## src/rtl/ucb_arm_select_pkg.sv

```systemverilog
// rtl/ucb_arm_select_pkg.sv - shared state encodings and fp32 field helpers for the arm selector
package ucb_arm_select_pkg;

  // Decision FSM; 2'd3 is unused and falls back to ST_COLLECT
  typedef enum logic [1:0] {
    ST_COLLECT = 2'd0,
    ST_COMPARE = 2'd1,
    ST_PRESENT = 2'd2
  } state_t;

  // fp32 field positions
  localparam int SIGN_BIT = 31;
  localparam int EXP_MSB  = 30;
  localparam int EXP_LSB  = 23;
  localparam int MAN_W    = 23;

  localparam logic [7:0] EXP_ALL1 = 8'hFF;

  // NaN: exponent all ones with a non-zero mantissa (infinities are not NaN)
  function automatic logic fp32_is_nan(input logic [31:0] v);
    return (v[EXP_MSB:EXP_LSB] == EXP_ALL1) && (v[MAN_W-1:0] != '0);
  endfunction

endpackage

```

## src/rtl/ucb_arm_select_fp32_cmp_gt.sv

```systemverilog
// rtl/ucb_arm_select_fp32_cmp_gt.sv - combinational fp32 greater-than / equality compare
module fp32_cmp_gt
  import ucb_arm_select_pkg::*;
(
  input  logic [31:0] a,
  input  logic [31:0] b,
  output logic        a_gt_b,
  output logic        eq,
  output logic        a_nan,
  output logic        b_nan
);

  logic        w_sa;
  logic        w_sb;
  logic [30:0] w_ma;
  logic [30:0] w_mb;
  logic        w_both_zero;

  assign w_sa        = a[SIGN_BIT];
  assign w_sb        = b[SIGN_BIT];
  assign w_ma        = a[EXP_MSB:0];
  assign w_mb        = b[EXP_MSB:0];
  assign a_nan       = fp32_is_nan(a);
  assign b_nan       = fp32_is_nan(b);
  // +0 and -0 are the same value regardless of sign
  assign w_both_zero = (w_ma == '0) && (w_mb == '0);

  // Sign-magnitude ordering; any NaN operand makes both a_gt_b and eq false
  always_comb begin
    a_gt_b = 1'b0;
    eq     = 1'b0;
    if (!(a_nan || b_nan)) begin
      if (w_both_zero) begin
        eq = 1'b1;
      end else if (w_sa == w_sb) begin
        eq     = (w_ma == w_mb);
        a_gt_b = w_sa ? (w_ma < w_mb) : (w_ma > w_mb);
      end else begin
        a_gt_b = !w_sa;
      end
    end
  end

endmodule

```

## src/rtl/ucb_arm_select.sv

```systemverilog
// rtl/ucb_arm_select.sv - two-arm Q capture, fp32 compare and valid/ready decision with pull counters
module ucb_arm_select
  import ucb_arm_select_pkg::*;
#(
  parameter int   CNT_W   = 16,
  parameter logic TIE_ARM = 1'b0
) (
  input  logic             clk,
  input  logic             s_aresetn,
  input  logic [31:0]      Q1_t,
  input  logic             float_Q1_valid,
  input  logic [31:0]      Q2_t,
  input  logic             float_Q2_valid,
  output logic             sel_arm,
  output logic [31:0]      sel_q,
  output logic             sel_valid,
  input  logic             sel_ready,
  output logic             nan_err,
  output logic             overrun,
  output logic [CNT_W-1:0] pulls_arm0,
  output logic [CNT_W-1:0] pulls_arm1,
  output logic [CNT_W-1:0] round_cnt
);

  state_t      r_state;
  state_t      w_next_state;

  logic [31:0] r_h1;
  logic [31:0] r_h2;
  logic        r_f1;
  logic        r_f2;
  logic [31:0] r_s1;
  logic [31:0] r_s2;

  logic        w_take;
  logic        w_accept;
  logic        w_gt;
  logic        w_eq;
  logic        w_a_nan;
  logic        w_b_nan;
  logic        w_pick;

  // Snapshot happens only in COLLECT once both arms have fresh values
  assign w_take   = (r_state == ST_COLLECT) && r_f1 && r_f2;
  assign w_accept = (r_state == ST_PRESENT) && sel_valid && sel_ready;

  fp32_cmp_gt u_cmp (
    .a      (r_s1),
    .b      (r_s2),
    .a_gt_b (w_gt),
    .eq     (w_eq),
    .a_nan  (w_a_nan),
    .b_nan  (w_b_nan)
  );

  // NaN never wins; two NaNs or equal values fall back to TIE_ARM
  always_comb begin
    w_pick = TIE_ARM;
    if (w_a_nan && w_b_nan) begin
      w_pick = TIE_ARM;
    end else if (w_a_nan) begin
      w_pick = 1'b1;
    end else if (w_b_nan) begin
      w_pick = 1'b0;
    end else if (w_eq) begin
      w_pick = TIE_ARM;
    end else begin
      w_pick = !w_gt;
    end
  end

  // Hold registers, arrival flags, snapshot and overrun detection
  always_ff @(posedge clk or negedge s_aresetn) begin
    if (!s_aresetn) begin
      r_h1    <= '0;
      r_h2    <= '0;
      r_f1    <= 1'b0;
      r_f2    <= 1'b0;
      r_s1    <= '0;
      r_s2    <= '0;
      overrun <= 1'b0;
    end else begin
      if (float_Q1_valid) begin
        r_h1 <= Q1_t;
      end
      if (float_Q2_valid) begin
        r_h2 <= Q2_t;
      end
      if (w_take) begin
        r_s1 <= r_h1;
        r_s2 <= r_h2;
      end
      // A strobe in the snapshot cycle starts the next round rather than overwriting this one
      r_f1 <= float_Q1_valid | (r_f1 & ~w_take);
      r_f2 <= float_Q2_valid | (r_f2 & ~w_take);
      if ((float_Q1_valid && r_f1 && !w_take) || (float_Q2_valid && r_f2 && !w_take)) begin
        overrun <= 1'b1;
      end
    end
  end

  // FSM state register
  always_ff @(posedge clk or negedge s_aresetn) begin
    if (!s_aresetn) begin
      r_state <= ST_COLLECT;
    end else begin
      r_state <= w_next_state;
    end
  end

  // FSM next-state logic
  always_comb begin
    w_next_state = ST_COLLECT;
    case (r_state)
      ST_COLLECT: w_next_state = w_take ? ST_COMPARE : ST_COLLECT;
      ST_COMPARE: w_next_state = ST_PRESENT;
      ST_PRESENT: w_next_state = sel_ready ? ST_COLLECT : ST_PRESENT;
      default:    w_next_state = ST_COLLECT;
    endcase
  end

  // Decision outputs, sticky NaN flag and saturating pull counters
  always_ff @(posedge clk or negedge s_aresetn) begin
    if (!s_aresetn) begin
      sel_arm    <= 1'b0;
      sel_q      <= '0;
      sel_valid  <= 1'b0;
      nan_err    <= 1'b0;
      pulls_arm0 <= '0;
      pulls_arm1 <= '0;
      round_cnt  <= '0;
    end else begin
      if (r_state == ST_COMPARE) begin
        sel_arm   <= w_pick;
        sel_q     <= w_pick ? r_s2 : r_s1;
        sel_valid <= 1'b1;
        if (w_a_nan || w_b_nan) begin
          nan_err <= 1'b1;
        end
      end
      if (w_accept) begin
        sel_valid <= 1'b0;
        if (round_cnt != '1) begin
          round_cnt <= round_cnt + CNT_W'(1);
        end
        if (!sel_arm && (pulls_arm0 != '1)) begin
          pulls_arm0 <= pulls_arm0 + CNT_W'(1);
        end
        if (sel_arm && (pulls_arm1 != '1)) begin
          pulls_arm1 <= pulls_arm1 + CNT_W'(1);
        end
      end
    end
  end

endmodule
```

## config.mk

```make
export PLATFORM = sky130hd
export DESIGN_NAME = ucb_arm_select
export DESIGN_NICKNAME = d
export VERILOG_FILES = /design/src/rtl/ucb_arm_select_pkg.sv /design/src/rtl/ucb_arm_select_fp32_cmp_gt.sv /design/src/rtl/ucb_arm_select.sv
export SDC_FILE = /design/constraint.sdc
export NUM_CORES = 1
export LEC_CHECK = 0
export ABC_CLOCK_PERIOD_IN_PS = 5900
export CAP_MARGIN = 15
export CORE_ASPECT_RATIO = 0.9
export CORE_MARGIN = 10
export CORE_UTILIZATION = 49
export DETAILED_ROUTE_END_ITERATION = 10
export PLACE_DENSITY = 0.8
export SLEW_MARGIN = 25
export SYNTH_ARGS = -nofsm -noshare
export SYNTH_HDL_FRONTEND = slang
export SYNTH_SLANG_ARGS = --single-unit
```

## constraint.sdc

```tcl
create_clock -name clk -period 5.9 [get_ports clk]
set_clock_uncertainty 0.15 [all_clocks]
set_input_delay 0.885 -clock clk [delete_from_list [all_inputs] [get_ports clk]]
set_output_delay 0.885 -clock clk [all_outputs]
set_load 0.03 [all_outputs]
```

# == Word level (Yosys, flattened, before mapping) ==
# Cells that the tools add are included.
# Widths: inputs -> output; s select.
# totals
ff_bits,216
in_bits,69
output_inout_bits,84
wordCells,81
# op_classes
add_sub_neg,3
magnitude_cmp,2
eq_ne,9
muxes,17
bitwise,5
reduce_logical,30
# op_table
cell,count
$logic_not 31->1,2
$add 16x1->16 const B,3
$ne 16x16->1 const B,3
$reduce_bool 23->1,2
$mux 32,1
$eq 31x31->1,1
$gt 31x31->1,1
$lt 31x31->1,1
$eq 8x8->1 const B,2
$logic_and 1x1->1,14
$mux 1,14
$reduce_and 2->1,4
$pmux 2 s3,1
$logic_not 1->1,4
$and 1x1->1,2
$eq 2x1->1 const B,1
$eq 2x2->1 const B,1
$logic_not 2->1,1
$logic_or 1x1->1,2
$mux 2,1
$or 1x1->1,2
$reduce_bool 2->1,1
$eq 1x1->1,1
$not 1->1,1

# == Logic depth before layout (Yosys ltp) ==
# depth
word_depth,11
mapped_depth,11
depth_no_buf,9

# == Hierarchy ==
# A second synthesis with hierarchy kept.
# unflattened
hier_cells,798
hier_area_um2,9809.4
# by_module_without_submodules
mod,n_inst,cells_per_inst,area_each_um2,seq_area_each_um2
ucb_arm_select,1,648,8775.9,5405.2
fp32_cmp_gt,1,150,1033.5,0.0

# == Least setup slack after synthesis ==
# OpenSTA, ideal clock, no wires.
# synth_timing
kind,reg-to-reg
startpoint,register r_s1[29]
endpoint,register sel_q[29]
setup_ns,0.126
arrival_ns,2.407
t_required_ns,5.624
slack_ns,3.217
stages_incl_launch_ff,10
n_path_buf,1
period_less_slack_ns,2.683
path_cell_list,dfrtp_1 ha_1 a21oi_1 nand2_1 a221oi_1 o211ai_1 o31a_4 buf_6 or4_1 o311a_1
# synth_via
elab_chain_cells,11
elab_cells_between_ends,22
cone_classes,order compare (2); eq/ne (2); mux (12); reduce/logical (6)
# synth_rtl
item,line,rtl
from (decl),ucb_arm_select.sv:32,logic [31:0] r_s1;
from (signal assigned),ucb_arm_select.sv:90,r_s1 <= r_h1;
$gt 31x31->1 / $lt 31x31->1 (equally long branches),ucb_arm_select_fp32_cmp_gt.sv:37,a_gt_b = w_sa ? (w_ma < w_mb) : (w_ma > w_mb);
$mux 1,ucb_arm_select_fp32_cmp_gt.sv:37,
$mux 1,ucb_arm_select_fp32_cmp_gt.sv:35,end else if (w_sa == w_sb) begin
$mux 1,ucb_arm_select_fp32_cmp_gt.sv:33,if (w_both_zero) begin
$mux 1,ucb_arm_select_fp32_cmp_gt.sv:32,if (!(a_nan || b_nan)) begin
$logic_not 1->1,ucb_arm_select.sv:68,w_pick = !w_gt;
$mux 1,ucb_arm_select.sv:65,end else if (w_eq) begin
$mux 1,ucb_arm_select.sv:63,end else if (w_b_nan) begin
$mux 1,ucb_arm_select.sv:61,end else if (w_a_nan) begin
$mux 1,ucb_arm_select.sv:59,if (w_a_nan && w_b_nan) begin
$mux 32 *,ucb_arm_select.sv:135,sel_q <= w_pick ? r_s2 : r_s1;
to (signal assigned),ucb_arm_select.sv:135,
to (decl),ucb_arm_select.sv:15,"output logic [31:0] sel_q,"
# Mark *: on every way between the ends. The rest lies on a longest branch, timed or not.
# A chain may end at the register's enable or synchronous reset.

# == Worst setup path in the final report ==
# layout_timing
startpoint,register r_s1[22]
endpoint,register sel_q[24]
# layout_via
elab_chain_cells,11
elab_cells_between_ends,22
cone_classes,order compare (2); eq/ne (1); mux (12); reduce/logical (7)
# layout_rtl
item,line
$gt 31x31->1 / $lt 31x31->1 (equally long branches),ucb_arm_select_fp32_cmp_gt.sv:37
$mux 1,ucb_arm_select_fp32_cmp_gt.sv:37
$mux 1,ucb_arm_select_fp32_cmp_gt.sv:35
$mux 1,ucb_arm_select_fp32_cmp_gt.sv:33
$mux 1,ucb_arm_select_fp32_cmp_gt.sv:32
$logic_not 1->1,ucb_arm_select.sv:68
$mux 1,ucb_arm_select.sv:65
$mux 1,ucb_arm_select.sv:63
$mux 1,ucb_arm_select.sv:61
$mux 1 *,ucb_arm_select.sv:59
$mux 32 *,ucb_arm_select.sv:135
# Marks and branches as above.

==> reports/qor.yml <==
dieHeight_um: 158
critPathRequiredTime_ns: 6.14
max_stage_delay_ns: 0.82
tightest_slew_ns: 0.942
endpoint_kind: "register"
seq_area_um2: 5410
grt_use_met2_pct: 30.1
r2r_slack_ns: 2.40
synth_area_leaders: "dfrtp_1 (52%), mux2_2 (11%), ha_1 (4.1%)"
yosys_warnings: 0
ir_drop_mv: 0.284
ios: 153
synth_top_area_share_pct: 52.0
diodes: 0
hold_violations: 0
postCtsSetupBuffers: 0
holdBufCountCts: 0
drc: 0
antenna_left: 0
grt_pass1_vias: 7833
cts_buffers: 23
area_growth_pct: 23.8
drtIter0Drc: 609
path_cells: "ha_1, a21oi_1, o21ai_0, a221oi_1, o211ai_1, nor3_4, buf_4, o41ai_1, o311a_1"
setup_tns_ns: 0
grt_start_max_net_pins: 112
powerDensity_nw_per_um2: 505
row_count: 50
cap_violations: 0
netlist_area_um2: 10400
cts_tree: "built"
htree_levels: 1
holdWs_ns: 0.330
async_reset_ff_share_pct: 100
viasPerCell: 5.77
drive_above_1_share_pct: 15.1
synth_ff_type: "dfrtp_1"
critPathBufInv: 1
port_buffers: 152
cp_data_arrival_time_ns: 3.74
grt_pass1_wl_um: 42300
first_pass_iters: 8
fillerInstances: 1661
syn_inst: 938
use_met1_pct: 25.4
hold_depth: 1
antenna_found_initial: 0
gp_congestion: 0.843
startpoint_type: "register"
synthesis.nets: 1041
slew_viol_final: 0
min_from: "overrun$_DFFE_PN0P_"
r2r-start: "r_s1[22]$_DFFE_PN0P_"
finalSetupViolCount: 0
hpwl_um: 17700
status: "complete, no violations"
use_met3_pct: 4.14
min_to: "overrun$_DFFE_PN0P_"
cts_resized: 0
root_buffer: "clkbuf_16"
rsz0062_at_grt: "false"
top_usage_layer: "met2"
yosys.cell_types.count: 55
dieArea_um2: 27500
cp_slowest_cell: "nor3_4"
start_util_pct: 49.9
max_slew_margin_pct: 37.0
wirelength_um: 26100
clkTransAtPathRegs_ns: 0.06
synth-seq-cells: 216
multi_input_area_um2: 4620
synth-edff-count: 0
r2r-end: "sel_q[24]$_DFFE_PN0P_"
finalCritPeriodShare_pct: 59.4
wl_per_cell_um: 19.1
nets: 1169
fin_crit_ns: 3.50
cts_buffer_depth: 3
crit_family: "compound AO/OA/AOI/OAI gates"
insertion_delay_ns: 0.51
seq_area_frac_synth_pct: 52.0
synth_top_cell_by_area: "dfrtp_1"
ff2ff_path_depth: 9
overflow: 0
cts_sinks: 216
vias: 7879
p_leak_nw: 5.34
crit_type: "register to register"
cp_max_fo: 37
hold_path.class: "register to register"
fmax_mhz: 286
die_x_um: 174
postSynthAreaPerCell_um2: 11.1
grt_usage_pct: 18.6
coreArea_um2: 20800
path_depth: 9
==> metrics by stage <==
| step | util (%) | power (mW) | instances | worst slack [ns] | area, um^2 |
|---|---|---|---|---|---|
| floorplan | - | 4.24 | 938 | 3.22 | 10400 |
| global placement | 58.2 | 5.01 | 1326 | 2.55 | 12100 |
| detailed placement | 58.2 | 5.09 | 1326 | 2.51 | 12100 |
| CTS | 61.7 | 6.50 | 1365 | 2.49 | 12900 |
| global route | 61.8 | 6.93 | 1366 | 2.15 | 12900 |
| finish | 61.8 | 6.49 | 1366 | 2.40 | 12900 |
==> cell families (layout without fill, tap and decap cells) <==
group,Yosys count,after routing,share of synthesized area [%]
AO/OA/AOI/OAI,168,168,10.9
XOR/XNOR,44,44,3.71
adder cells (fa/ha/maj),34,34,4.09
buffers and inverters,97,239,3.85
flip-flops,216,216,52.0
multiplexers,101,101,10.9
AND/OR/NAND/NOR,278,278,14.5
==> power by group <==
part	switching [mW]	total, mW	internal [mW]
clock	0.569	1.38	0.814
sequential	0.453	2.36	1.90
combinational	1.57	2.76	1.19
total	2.59	6.49	3.90
==> how the worst max path moves through the flow <==
stage | slack (ns) | start | to
floorplan | 3.22 | r_s1[29]$_DFFE_PN0P_ | sel_q[29]$_DFFE_PN0P_
global placement | 2.55 | r_s1[29]$_DFFE_PN0P_ | sel_q[24]$_DFFE_PN0P_
detailed placement | 2.51 | r_s2[29]$_DFFE_PN0P_ | sel_q[24]$_DFFE_PN0P_
CTS | 2.49 | r_s2[29]$_DFFE_PN0P_ | sel_q[24]$_DFFE_PN0P_
global route | 2.15 | r_s1[22]$_DFFE_PN0P_ | sel_q[23]$_DFFE_PN0P_
finish | 2.40 | r_s1[22]$_DFFE_PN0P_ | sel_q[24]$_DFFE_PN0P_
==> worst register-to-register path, stage by stage (launching register included) <==
cell      delay (ns)
dfrtp_1         0.44
ha_1            0.34
a21oi_1         0.14
o21ai_0         0.12
a221oi_1        0.29
o211ai_1        0.26
nor3_4          0.82
buf_4           0.52
o41ai_1         0.17
o311a_1         0.14
==> cell type report <==
class / instances / area share [%]
sequential: 216 / 42.0
timing repair buffer: 162 / 12.6
clock inverter: 3 / 0.156
clock buffer: 36 / 5.47
multi-input combinational: 625 / 35.9
inverter: 38 / 1.11
tap: 286 / 2.78
==> flip-flops by register name (all words and copies together) (netlist names) <==
name,cells
r_h2,32
nan_err,1
r_f1,1
sel_valid,1
r_s1,32
pulls_arm1,16
sel_arm,1
r_s2,32
sel_q,32
pulls_arm0,16
round_cnt,16
r_f2,1
r_h1,32
overrun,1
r_state,2
==> layout by cell type, fill, tap and decap left out, types with 3 or more instances in the layout <==
cell type / n
o31ai_1: 23
nor3_1: 5
clkbuf_1: 5
ha_1: 34
o21ai_0: 39
nand3_1: 20
and3_1: 10
nor4_1: 15
or4_1: 31
a21oi_1: 39
clkdlybuf4s50_1: 150
xor2_1: 12
nand2_1: 64
clkbuf_8: 9
inv_1: 38
o22ai_1: 31
or3_1: 44
and4_1: 7
nand2b_1: 3
o311a_1: 8
buf_4: 8
dfrtp_1: 216
nor2_1: 48
xnor2_1: 32
mux2_2: 101
clkbuf_16: 23
o41ai_2: 6
nand4_1: 18
o21bai_1: 3
==> cell usage after synthesis, drive strengths merged, types with 2 or more instances <==
cell	count
o22ai	31
o21ai	39
xnor2	32
nor2	48
a21o	2
ha	34
clkbuf	44
nand2	64
nand3	20
and4	7
a21oi	39
and2	3
o31ai	23
or4	31
nor3	6
inv	38
and3	11
o31a	3
o21bai	3
o41ai	8
a211oi	3
nor4	16
nand4	19
xor2	12
mux2	101
buf	15
o311a	8
or2	2
nand2b	3
or3	44
dfrtp	216
==> layer usage <==
layer | vias to the layer above | part of all wire, %
met2 | 275 | 46
met3 | 38 | 6.6
met5 | - | 0
met1 | 3878 | 45
li1 | 3688 | -
met4 | 0 | 1.7
Power figures use the tool's default switching activity.
